<file path="config.mk">
export PLATFORM = sky130hd
export DESIGN_NAME = seq_keyer
export DESIGN_NICKNAME = d
export VERILOG_FILES = /design/src/rtl/seq_keyer.sv
export SDC_FILE = /design/constraint.sdc
export NUM_CORES = 1
export LEC_CHECK = 0
export BUFFER_PORTS_ARGS = -buffer_cell sky130_fd_sc_hd__buf_2
export CAP_MARGIN = 0
export CORE_MARGIN = 5
export CORE_UTILIZATION = 50
export CTS_BUF_LIST = sky130_fd_sc_hd__clkbuf_8 sky130_fd_sc_hd__clkbuf_16
export CTS_CLUSTER_DIAMETER = 120
export CTS_CLUSTER_SIZE = 16
export DETAILED_ROUTE_END_ITERATION = 7
export PLACE_DENSITY = 0.71
export RECOVER_POWER = 50
export SYNTH_ARGS = -nofsm -noshare
export SYNTH_HDL_FRONTEND = slang
export SYNTH_SLANG_ARGS = --single-unit
</file>
<file path="constraint.sdc">
create_clock -name clk -period 2.3 [get_ports clk]
set_input_delay 0.46 -clock clk [delete_from_list [all_inputs] [get_ports clk]]
set_output_delay 0.46 -clock clk [all_outputs]
set_load 0.05 [all_outputs]
</file>
<file path="src/rtl/seq_keyer.sv">
// Serial code transmitter: shifts a latched code out MSB first on A, then a guard gap and done pulse.
// Optional unlock monitoring with retries is enabled by defining SEQ_KEYER_UNLOCK_CHECK_EN.
module seq_keyer #(
    parameter int unsigned CODE_LEN   = 4,
    parameter int unsigned GAP_CYCLES = 2,
    parameter int unsigned MAX_TRIES  = 3
) (
    input  logic                clk,
    input  logic                reset,
    input  logic                start,
    input  logic [CODE_LEN-1:0] code,
    output logic                A,
    output logic                busy,
`ifdef SEQ_KEYER_UNLOCK_CHECK_EN
    input  logic                unlock,
    output logic                success,
    output logic                fail,
`endif
    output logic                done
);

    localparam int unsigned BIT_W = $clog2(CODE_LEN) + 1;
    localparam int unsigned GAP_W = $clog2(GAP_CYCLES) + 1;

    typedef enum logic [1:0] {IDLE, SEND, GAP, DONE} state_t;

    state_t              state, state_nx;
    logic [CODE_LEN-1:0] shreg, shreg_nx;
    logic [BIT_W-1:0]    bit_cnt, bit_cnt_nx;
    logic [GAP_W-1:0]    gap_cnt, gap_cnt_nx;
    logic                a_nx, busy_nx, done_nx;

`ifdef SEQ_KEYER_UNLOCK_CHECK_EN
    localparam int unsigned TRY_W = $clog2(MAX_TRIES) + 1;

    logic [TRY_W-1:0]    tries, tries_nx, tries_inc;
    logic [CODE_LEN-1:0] code_lat, code_lat_nx;
    logic                seen, seen_nx;
    logic                success_nx, fail_nx;
`endif

    // State, datapath and registered outputs
    always_ff @(posedge clk or posedge reset) begin
        if (reset) begin
            state   <= IDLE;
            shreg   <= '0;
            bit_cnt <= '0;
            gap_cnt <= '0;
            A       <= 1'b0;
            busy    <= 1'b0;
            done    <= 1'b0;
`ifdef SEQ_KEYER_UNLOCK_CHECK_EN
            tries    <= '0;
            code_lat <= '0;
            seen     <= 1'b0;
            success  <= 1'b0;
            fail     <= 1'b0;
`endif
        end else begin
            state   <= state_nx;
            shreg   <= shreg_nx;
            bit_cnt <= bit_cnt_nx;
            gap_cnt <= gap_cnt_nx;
            A       <= a_nx;
            busy    <= busy_nx;
            done    <= done_nx;
`ifdef SEQ_KEYER_UNLOCK_CHECK_EN
            tries    <= tries_nx;
            code_lat <= code_lat_nx;
            seen     <= seen_nx;
            success  <= success_nx;
            fail     <= fail_nx;
`endif
        end
    end

    // Next-state logic; outputs are decoded from the next state so they register cleanly
    always_comb begin
        state_nx   = state;
        shreg_nx   = shreg;
        bit_cnt_nx = bit_cnt;
        gap_cnt_nx = gap_cnt;
`ifdef SEQ_KEYER_UNLOCK_CHECK_EN
        tries_nx    = tries;
        tries_inc   = tries + TRY_W'(1);
        code_lat_nx = code_lat;
        seen_nx     = seen;
        success_nx  = success;
        fail_nx     = fail;
`endif
        case (state)
            IDLE: begin
                if (start) begin
                    state_nx   = SEND;
                    shreg_nx   = code;
                    bit_cnt_nx = '0;
                    gap_cnt_nx = '0;
`ifdef SEQ_KEYER_UNLOCK_CHECK_EN
                    tries_nx    = '0;
                    code_lat_nx = code;
                    seen_nx     = 1'b0;
                    success_nx  = 1'b0;
                    fail_nx     = 1'b0;
`endif
                end
            end
            SEND: begin
                shreg_nx   = {shreg[CODE_LEN-2:0], 1'b0};
                bit_cnt_nx = bit_cnt + BIT_W'(1);
                if (bit_cnt == BIT_W'(CODE_LEN - 1)) begin
                    state_nx   = GAP;
                    gap_cnt_nx = '0;
                end
            end
            GAP: begin
                gap_cnt_nx = gap_cnt + GAP_W'(1);
`ifdef SEQ_KEYER_UNLOCK_CHECK_EN
                seen_nx = seen | unlock;
                if (gap_cnt == GAP_W'(GAP_CYCLES - 1)) begin
                    // Unlock may arrive on any gap edge; the gap always runs to its end
                    if (seen | unlock) begin
                        success_nx = 1'b1;
                        state_nx   = DONE;
                    end else if (tries_inc < TRY_W'(MAX_TRIES)) begin
                        tries_nx   = tries_inc;
                        shreg_nx   = code_lat;
                        bit_cnt_nx = '0;
                        seen_nx    = 1'b0;
                        state_nx   = SEND;
                    end else begin
                        tries_nx = tries_inc;
                        fail_nx  = 1'b1;
                        state_nx = DONE;
                    end
                end
`else
                if (gap_cnt == GAP_W'(GAP_CYCLES - 1)) begin
                    state_nx = DONE;
                end
`endif
            end
            DONE:    state_nx = IDLE;
            default: state_nx = IDLE;
        endcase

        a_nx    = (state_nx == SEND) & shreg_nx[CODE_LEN-1];
        busy_nx = (state_nx == SEND) || (state_nx == GAP);
        done_nx = (state_nx == DONE);
    end

endmodule

</file>
==> metrics.csv, run 1 <==
stage,metric,value,unit
floorplanning,core,1285,um2
yosys,ys_seq_area_share,52.14,%
floorplanning,rows,13,
clock_network,clkTransAtPathRegs,0.06,ns
drt,num_vias,447,
placed_design,portBuffers,9,
clock_network,htree_levels,1,
pwr,swShare,40.09,%
worst_setup_path,critPathTopFamily,adder cells,
timing,rsz0062_at_grt,false,
clock_network,cts_resized,0,
clock_network,root_buffer,clkbuf_8,
worst_setup_path,path_class,flop to flop,
floorplanning,die_w,46.66,um
final_layout,fillCellCount,105,
yosys,synth.avg_cell_area,11.39,um2
clock_network,cts.sinks,14,
timing,worst_pin_slew,0.5234,ns
worst_setup_path,start_kind,flop,
worst_setup_path,cp_num_buf_inv,0,
timing,final-setup-viol-count,0,
drt,wl_per_cell,13.73,um
clock_network,post-cts-setup-buffers,0,
timing,finalCritPeriodShare,80.29,%
clock_network,numCtsBuffers,3,
yosys,ys_warn_count,0,
drt,routed_wl,1.167,mm
worst_setup_path,cp_cell_sequence,ha_1 -> ha_1 -> nand2b_1 -> nor2b_1 -> o21ai_1 -> ha_1 -> o2111a_1,
clock_network,insertion_delay,0.25,ns
drt,first_pass_iters,4,
worst_setup_path,cp_max_fo,3,
worst_setup_path,startpoint,bit_cnt[0]$_DFFE_PP0P_,
timing,finClkSkew,0.002791,ns
worst_hold_path,hold_path.class,input port to asynchronous set/reset pin,
pwr,power.switching,461.4,uW
worst_setup_path,worst_path_most_repeated_cell,ha_1,
worst_setup_path,rr_endpoint,A$_DFF_PP0_,
worst_setup_path,slowest_delay,0.40,ns
yosys,synth_cell_type_count,22,
global_routing,grt_max_degree,15,
outcome,status,"complete, no violations",
yosys,synth_area_leaders,"dfrtp_1 (52%), ha_1 (9.3%), o21ai_1 (4.5%)",
yosys,syn-num-nets,71,
final_layout,layout.cells.non_filler,85,
final_layout,areaGrowthSynthToFinish,14.90,%
worst_setup_path,ff2ff_path_depth,7,
timing,finalMaxSlewViolations,0,
worst_setup_path,r2r_slack,0.45,ns
floorplanning,fp.dieH,46.66,um
drt,drtAntennaViolNets,0,
pwr,pwr-share-clk,20.7,%
global_routing,groute.layer.met3.usage,6.250,%
yosys,synthesis.area,671.9,um2
global_routing,antenna_found_initial,0,
yosys,synth_cells,59,
final_layout,layout_common_cells,"dfrtp_1 (14), buf_2 (9), nand2_1 (6), o21ai_1 (6), ha_1 (5)",
global_routing,grt_first_pass_wirelength,2.125,mm
drt,drc,0,
final_layout,layout.nets,83,
drt,vias_per_cell,5.259,
timing,hold_viol,0,
global_routing,grt_busiest_layer,met2,
floorplanning,die_area,2177,um2
floorplanning,start_util,52.29,%
flow_run,drv_cap,0,
global_routing,grtUsageMet1,18.64,%
timing,tns,0,ns
global_routing,grt_pass1_vias,478,
drt,drt_iter0_markers,4,
global_routing,globalRouteOverflowTotal,0,
yosys,synth-seq-cells,14,
pwr,p_int,689.6,uW
final_layout,layout_commonest_cell,dfrtp_1,
placed_design,dp_hpwl,849.7,um
pwr,vdd_drop_max,728.9,uV
clock_network,holdBufCountCts,0,
worst_setup_path,r2r_start,bit_cnt[0]$_DFFE_PP0P_,
yosys,synth_top_area_cell,dfrtp_1,
pwr,p_seq_share,38.8,%
global_routing,track_usage,14.33,%
pwr,powerDensity,1491,nW/um2
final_layout,diodes,0,
pwr,comb_power_share,40.5,%
yosys,yosysTopAreaCellShare,52.14,%
timing,layout_min_cycle_time,1.847,ns
floorplanning,ios,10,
final_layout,drive_gt1_share,24.29,%
worst_setup_path,worstPathArrival,2.03,ns
worst_setup_path,slowest_stage,dfrtp_1,
clock_network,tritoncts,built,
worst_setup_path,worstSetupEndpointType,flop,
worst_setup_path,required,2.48,ns
clock_network,clockBufferDepth,2,
pwr,p_leak,0.0003789,uW
global_routing,use_met2,20.88,%
timing,fmaxAchievable,0.5415,GHz
placed_design,dp.cells,81,
placed_design,globalplace.congestion,0.7189,
timing,relSlewSlack,65.07,%
==> synth_stat cells <==
library cell and instances:
o211a_1 1, nand2_1 6, nand2b_1 3, buf_2 1
o21ai_1 6, o21bai_2 1, nand3b_1 1, xnor2_1 1
a32o_1 1, buf_6 1, dfrtp_1 14, nor2b_2 1
a21oi_2 1, inv_2 1, nor2b_1 3, inv_1 4
a22o_1 3, nor2_1 1, o31ai_2 1, o2111a_1 1
a22oi_1 2, ha_1 5
==> routing by layer <==
| metal | wire length [um] | vias to the layer above | share of wire [%] |
|---|---|---|---|
| li1 | - | 225 | - |
| met1 | 575 | 211 | 49 |
| met2 | 522 | 9 | 45 |
| met3 | 49 | 2 | 4.2 |
| met4 | 19 | 0 | 1.6 |
| met5 | 0 | - | 0 |
==> state kept, by name, summed over array words and instances (netlist names) <==
register  count
shreg         4
bit_cnt       3
gap_cnt       2
state         2
A             1
busy          1
done          1
==> final cells by class <==
cell class	count	area [um2]	share of cell area, %
Sequential cell	14	350.3	45.38
Timing Repair Buffer	9	45.04	5.835
Clock buffer	4	55.05	7.131
Inverter	5	18.77	2.431
Multi-Input combinational cell	38	284.0	36.79
Tap cell	15	18.77	2.431
==> power groups by stage <==
| stage | Combinational, uW | Sequential [uW] | Clock, uW |
|---|---|---|---|
| CTS | 472 | 447 | 241 |
| global placement | 460 | 447 | 0 |
| global route | 527 | 464 | 265 |
| finish | 466 | 447 | 239 |
| detailed placement | 463 | 451 | 0 |
| floorplan | 356 | 474 | 0 |
==> worst max-delay path by stage <==
| stage | depth (start not counted) | end | slack (ns) |
|---|---|---|---|
| 2_1_floorplan | 7 | A$_DFF_PP0_ | 0.70 |
| 3_3_place_gp | 7 | A$_DFF_PP0_ | 0.56 |
| 3_5_place_dp | 7 | A$_DFF_PP0_ | 0.53 |
| 4_1_cts | 7 | A$_DFF_PP0_ | 0.49 |
| 5_1_grt | 7 | A$_DFF_PP0_ | 0.37 |
| 6_report | 7 | A$_DFF_PP0_ | 0.45 |
==> worst reg2reg max path, delay by kind of cell, from the launching register on <==
family	cells	cell delay, ns
simple gates	2	0.33
flops	1	0.40
fa+ha+maj	3	0.61
compound gates	2	0.45
==> logic make-up (layout without fill, tap and decap cells) <==
group / after synthesis / after routing / synth area share, %
AO/OA/AOI/OAI: 17 / 17 / 20.11
AND/OR/NAND/NOR: 15 / 15 / 11.92
flip-flops: 14 / 14 / 52.14
buffers and inverters: 7 / 18 / 5.212
adder cells (fa/ha/maj): 5 / 5 / 9.311
XOR/XNOR: 1 / 1 / 1.304
==> stage by stage <==
stage | hold slack, ns | worst slack (ns) | area [um2] | power [uW] | util [%]
final | 0.2377 | 0.4532 | 772.0 | 1151 | 60.08
after global routing | 0.2749 | 0.3659 | 772.0 | 1256 | 60.08
after CTS | 0.2609 | 0.4900 | 774.5 | 1159 | 60.27
after detailed placement | 0.4745 | 0.5307 | 719.4 | 914.2 | 55.99
after global placement | 0.4696 | 0.5606 | 719.4 | 907.5 | 55.99
after floorplan | 0.3492 | 0.7048 | 671.9 | 830.0 | -
Note: power is estimated with default switching activity, not from simulation.
==> inputs of run 2 (changes only) <==
ABC_AREA = 1   (was default)
clock period = 1.9 ns   (was 2.3 ns; I/O delays follow)
==> run 2 against run 1 <==
Compared with the run above:
- register-to-register slack improved by 0.02 ns
- critical path depth is 1 higher
- core utilization is 0.097 points higher
- critical path type unchanged
==> metrics.csv, run 2 <==
stage,metric,value,unit,change
outcome,status,"complete, no violations",,
placed_design,dp_hpwl,920.7,um,+8.4%
yosys,synth_cells,77,,+31%
timing,fmaxAchievable,0.7004,GHz,+29%
clock_network,clockBufferDepth,2,,unchanged
yosys,synth-seq-cells,14,,unchanged
timing,relSlewSlack,65.48,%,+0.42 points
worst_setup_path,required,2.08,ns,-0.40 ns
pwr,vdd_drop_max,773.6,uV,+6.1%
yosys,ys_seq_area_share,52.43,%,+0.29 points
global_routing,globalRouteOverflowTotal,0,,unchanged
global_routing,grt_max_degree,15,,unchanged
yosys,yosysTopAreaCellShare,52.43,%,+0.29 points
final_layout,largest_register_ffs,4,,unchanged
global_routing,grt_first_pass_wirelength,2.104,mm,-0.99%
worst_setup_path,r2r_start,bit_cnt[0]$_DFFE_PP0P_,,
placed_design,globalplace.congestion,0.7237,,+0.67%
drt,wl_per_cell,11.42,um,-17%
timing,rsz0062_at_grt,false,,
floorplanning,ios,10,,unchanged
yosys,synth_area_leaders,"dfrtp_1 (52%), nand2_1 (15%), ha_1 (9.4%)",,
worst_setup_path,worstPathArrival,1.60,ns,-0.43 ns
final_layout,drive_gt1_share,20.22,%,-4.1 points
clock_network,tritoncts,built,,
drt,vias_per_cell,4.885,,-7.1%
clock_network,cts.sinks,14,,unchanged
worst_hold_path,hold_path.class,input port to asynchronous set/reset pin,,
pwr,power.switching,553.8,uW,+20%
yosys,synth-edff-count,0,,unchanged
final_layout,final_util,60.18,%,+0.097 points
placed_design,placed_cell_area,732.0,um2,+1.7%
clock_network,htree_levels,1,,unchanged
worst_setup_path,rr_endpoint,A$_DFF_PP0_,,
worst_setup_path,cp_max_fo,3,,unchanged
yosys,synth_top_area_cell,dfrtp_1,,
clock_network,numCtsBuffers,3,,unchanged
clock_network,root_buffer,clkbuf_8,,
pwr,pwr-share-clk,18.2,%,-2.5 points
clock_network,cts_resized,0,,unchanged
timing,finalCritPeriodShare,75.15,%,-5.1 points
floorplanning,die_area,2167,um2,-0.43%
flow_run,drv_cap,0,,unchanged
worst_setup_path,path_class,flop to flop,,
yosys,synth.avg_cell_area,8.677,um2,-24%
placed_design,place_ws,0.4639,ns,-0.06687 ns
timing,finClkSkew,0.005639,ns,+0.002848 ns
yosys,synth_flop_cell,dfrtp_1,,
floorplanning,start_util,52.00,%,-0.29 points
floorplanning,core,1285,um2,unchanged
drt,first_pass_iters,4,,unchanged
drt,drtAntennaViolNets,0,,unchanged
timing,worst_pin_slew,0.5172,ns,-0.006259 ns
timing,hold_viol,0,,unchanged
timing,finalMaxSlewViolations,0,,unchanged
worst_setup_path,start_kind,flop,,
yosys,synth_commonest_cells,"nand2_1 (27), dfrtp_1 (14), inv_1 (14)",,
final_layout,top_regs,"shreg (4), bit_cnt (3)",,
global_routing,track_usage,14.19,%,-0.14 points
final_layout,diodes,0,,unchanged
timing,setup_ws,0.4722,ns,+0.01899 ns
floorplanning,fp.dieH,46.56,um,-0.21%
yosys,ys_warn_count,0,,unchanged
clock_network,insertion_delay,0.24,ns,about the same
final_layout,top_register,shreg,,
clock_network,clkTransAtPathRegs,0.06,ns,about the same
worst_setup_path,r2r_slack,0.47,ns,+0.02 ns
timing,layout_min_cycle_time,1.428,ns,-0.4190 ns
yosys,synthArstFlopShare,100.0,%,unchanged
final_layout,layout.nets,103,,+24%
final_layout,final_area,773.2,um2,+0.16%
pwr,powerDensity,1680,nW/um2,+13%
global_routing,grt_pass1_vias,533,,+12%
timing,tns,0,ns,unchanged
drt,drc,0,,unchanged
floorplanning,rows,13,,unchanged
drt,num_vias,508,,+14%
floorplanning,die_w,46.56,um,-0.21%
yosys,syn-num-nets,89,,+25%
worst_setup_path,ff2ff_path_depth,8,,+1
global_routing,antenna_found_initial,0,,unchanged
final_layout,layout_commonest_cell,nand2_1,,
yosys,synth_cell_type_count,13,,-41%
drt,drt_iter0_markers,9,,+5
placed_design,portBuffers,9,,unchanged
yosys,synthesis.area,668.1,um2,-0.56%
final_layout,layout_common_cells,"nand2_1 (27), inv_1 (15), dfrtp_1 (14)",,
pwr,swShare,42.63,%,+2.5 points
pwr,p_int,745.3,uW,+8.1%
pwr,p_seq_share,39.6,%,+0.8 points
pwr,p_leak,0.0004363,uW,+15%
timing,final-setup-viol-count,0,,unchanged
worst_setup_path,worstSetupEndpointType,flop,,
clock_network,post-cts-setup-buffers,0,,unchanged
clock_network,holdBufCountCts,0,,unchanged
drt,routed_wl,1.188,mm,+1.8%
pwr,comb_power_share,42.2,%,+1.7 points
yosys,synth.most_common_cell,nand2_1,,
final_layout,areaGrowthSynthToFinish,15.73,%,
==> run 2: cell count changes after synthesis, sizes merged, moves of 2 or more <==
cell / delta
buf: -2
a22o: -3
nand2: +23
nand2b: -3
nand3: +4
inv: +10
nor2b: -4
a22oi: -2
==> run 2: final cells by class <==
| type | count | area [um2] |
|---|---|---|
| clock buffer | 3 | 41.29 |
| fill | 119 | 511.7 |
| inverter | 15 | 56.30 |
| sequential | 14 | 350.3 |
| tap | 15 | 18.77 |
| timing repair buffer | 9 | 45.04 |
| multi-input combinational | 48 | 261.5 |
==> run 2: metal layers <==
| layer | track usage [%] | share of wire, % |
|---|---|---|
| met1 | 16.59 | 43 |
| met2 | 23.08 | 50 |
| met3 | 3.516 | 4.4 |
| met4 | 8.523 | 2.7 |
| met5 | 0 | 0 |
==> run 2: cell families (layout without fill, tap and decap cells) <==
logic type / count (synthesis) / count (layout) / share of synthesized area, %
buf+inv: 15 / 27 / 8.426
compound gates: 8 / 8 / 7.115
fa+ha+maj: 5 / 5 / 9.363
simple gates: 35 / 35 / 22.66
flops: 14 / 14 / 52.44
==> run 2: worst max path at each step <==
| stage | cells past startpoint | end | from | slack, ns |
|---|---|---|---|---|
| after CTS | 8 | A$_DFF_PP0_ | bit_cnt[0]$_DFFE_PP0P_ | 0.46 |
| final | 8 | A$_DFF_PP0_ | bit_cnt[0]$_DFFE_PP0P_ | 0.47 |
| after floorplan | 7 | busy$_DFF_PP0_ | bit_cnt[0]$_DFFE_PP0P_ | 0.56 |
| after detailed placement | 8 | A$_DFF_PP0_ | bit_cnt[0]$_DFFE_PP0P_ | 0.46 |
| after global routing | 8 | A$_DFF_PP0_ | bit_cnt[0]$_DFFE_PP0P_ | 0.39 |
| after global placement | 8 | A$_DFF_PP0_ | bit_cnt[0]$_DFFE_PP0P_ | 0.50 |
==> run 2: metrics by stage <==
step	hold WS, ns	total power (uW)	instances
global route	0.2243	1408	104
detailed placement	0.4387	1073	101
floorplan	0.2692	931.7	77
CTS	0.1808	1316	104
finish	0.1588	1299	104
global placement	0.4375	1042	101
==> run 2: critical path, stage by stage, from the launching register on <==
cell and delay (ns):
dfrtp_1 0.39, ha_1 0.20, ha_1 0.19, o21ai_0 0.14
nand2_1 0.06, inv_1 0.08, ha_1 0.15, inv_1 0.05
a21oi_2 0.10
==> run 2: power groups by stage <==
stage          logic, uW  registers (uW)  clock network (uW)
6_report             548             515                 236
5_1_grt              620             533                 255
4_1_cts              559             517                 240
3_5_place_dp         553             519                   0
3_3_place_gp         529             513                   0
2_1_floorplan        353             578                   0
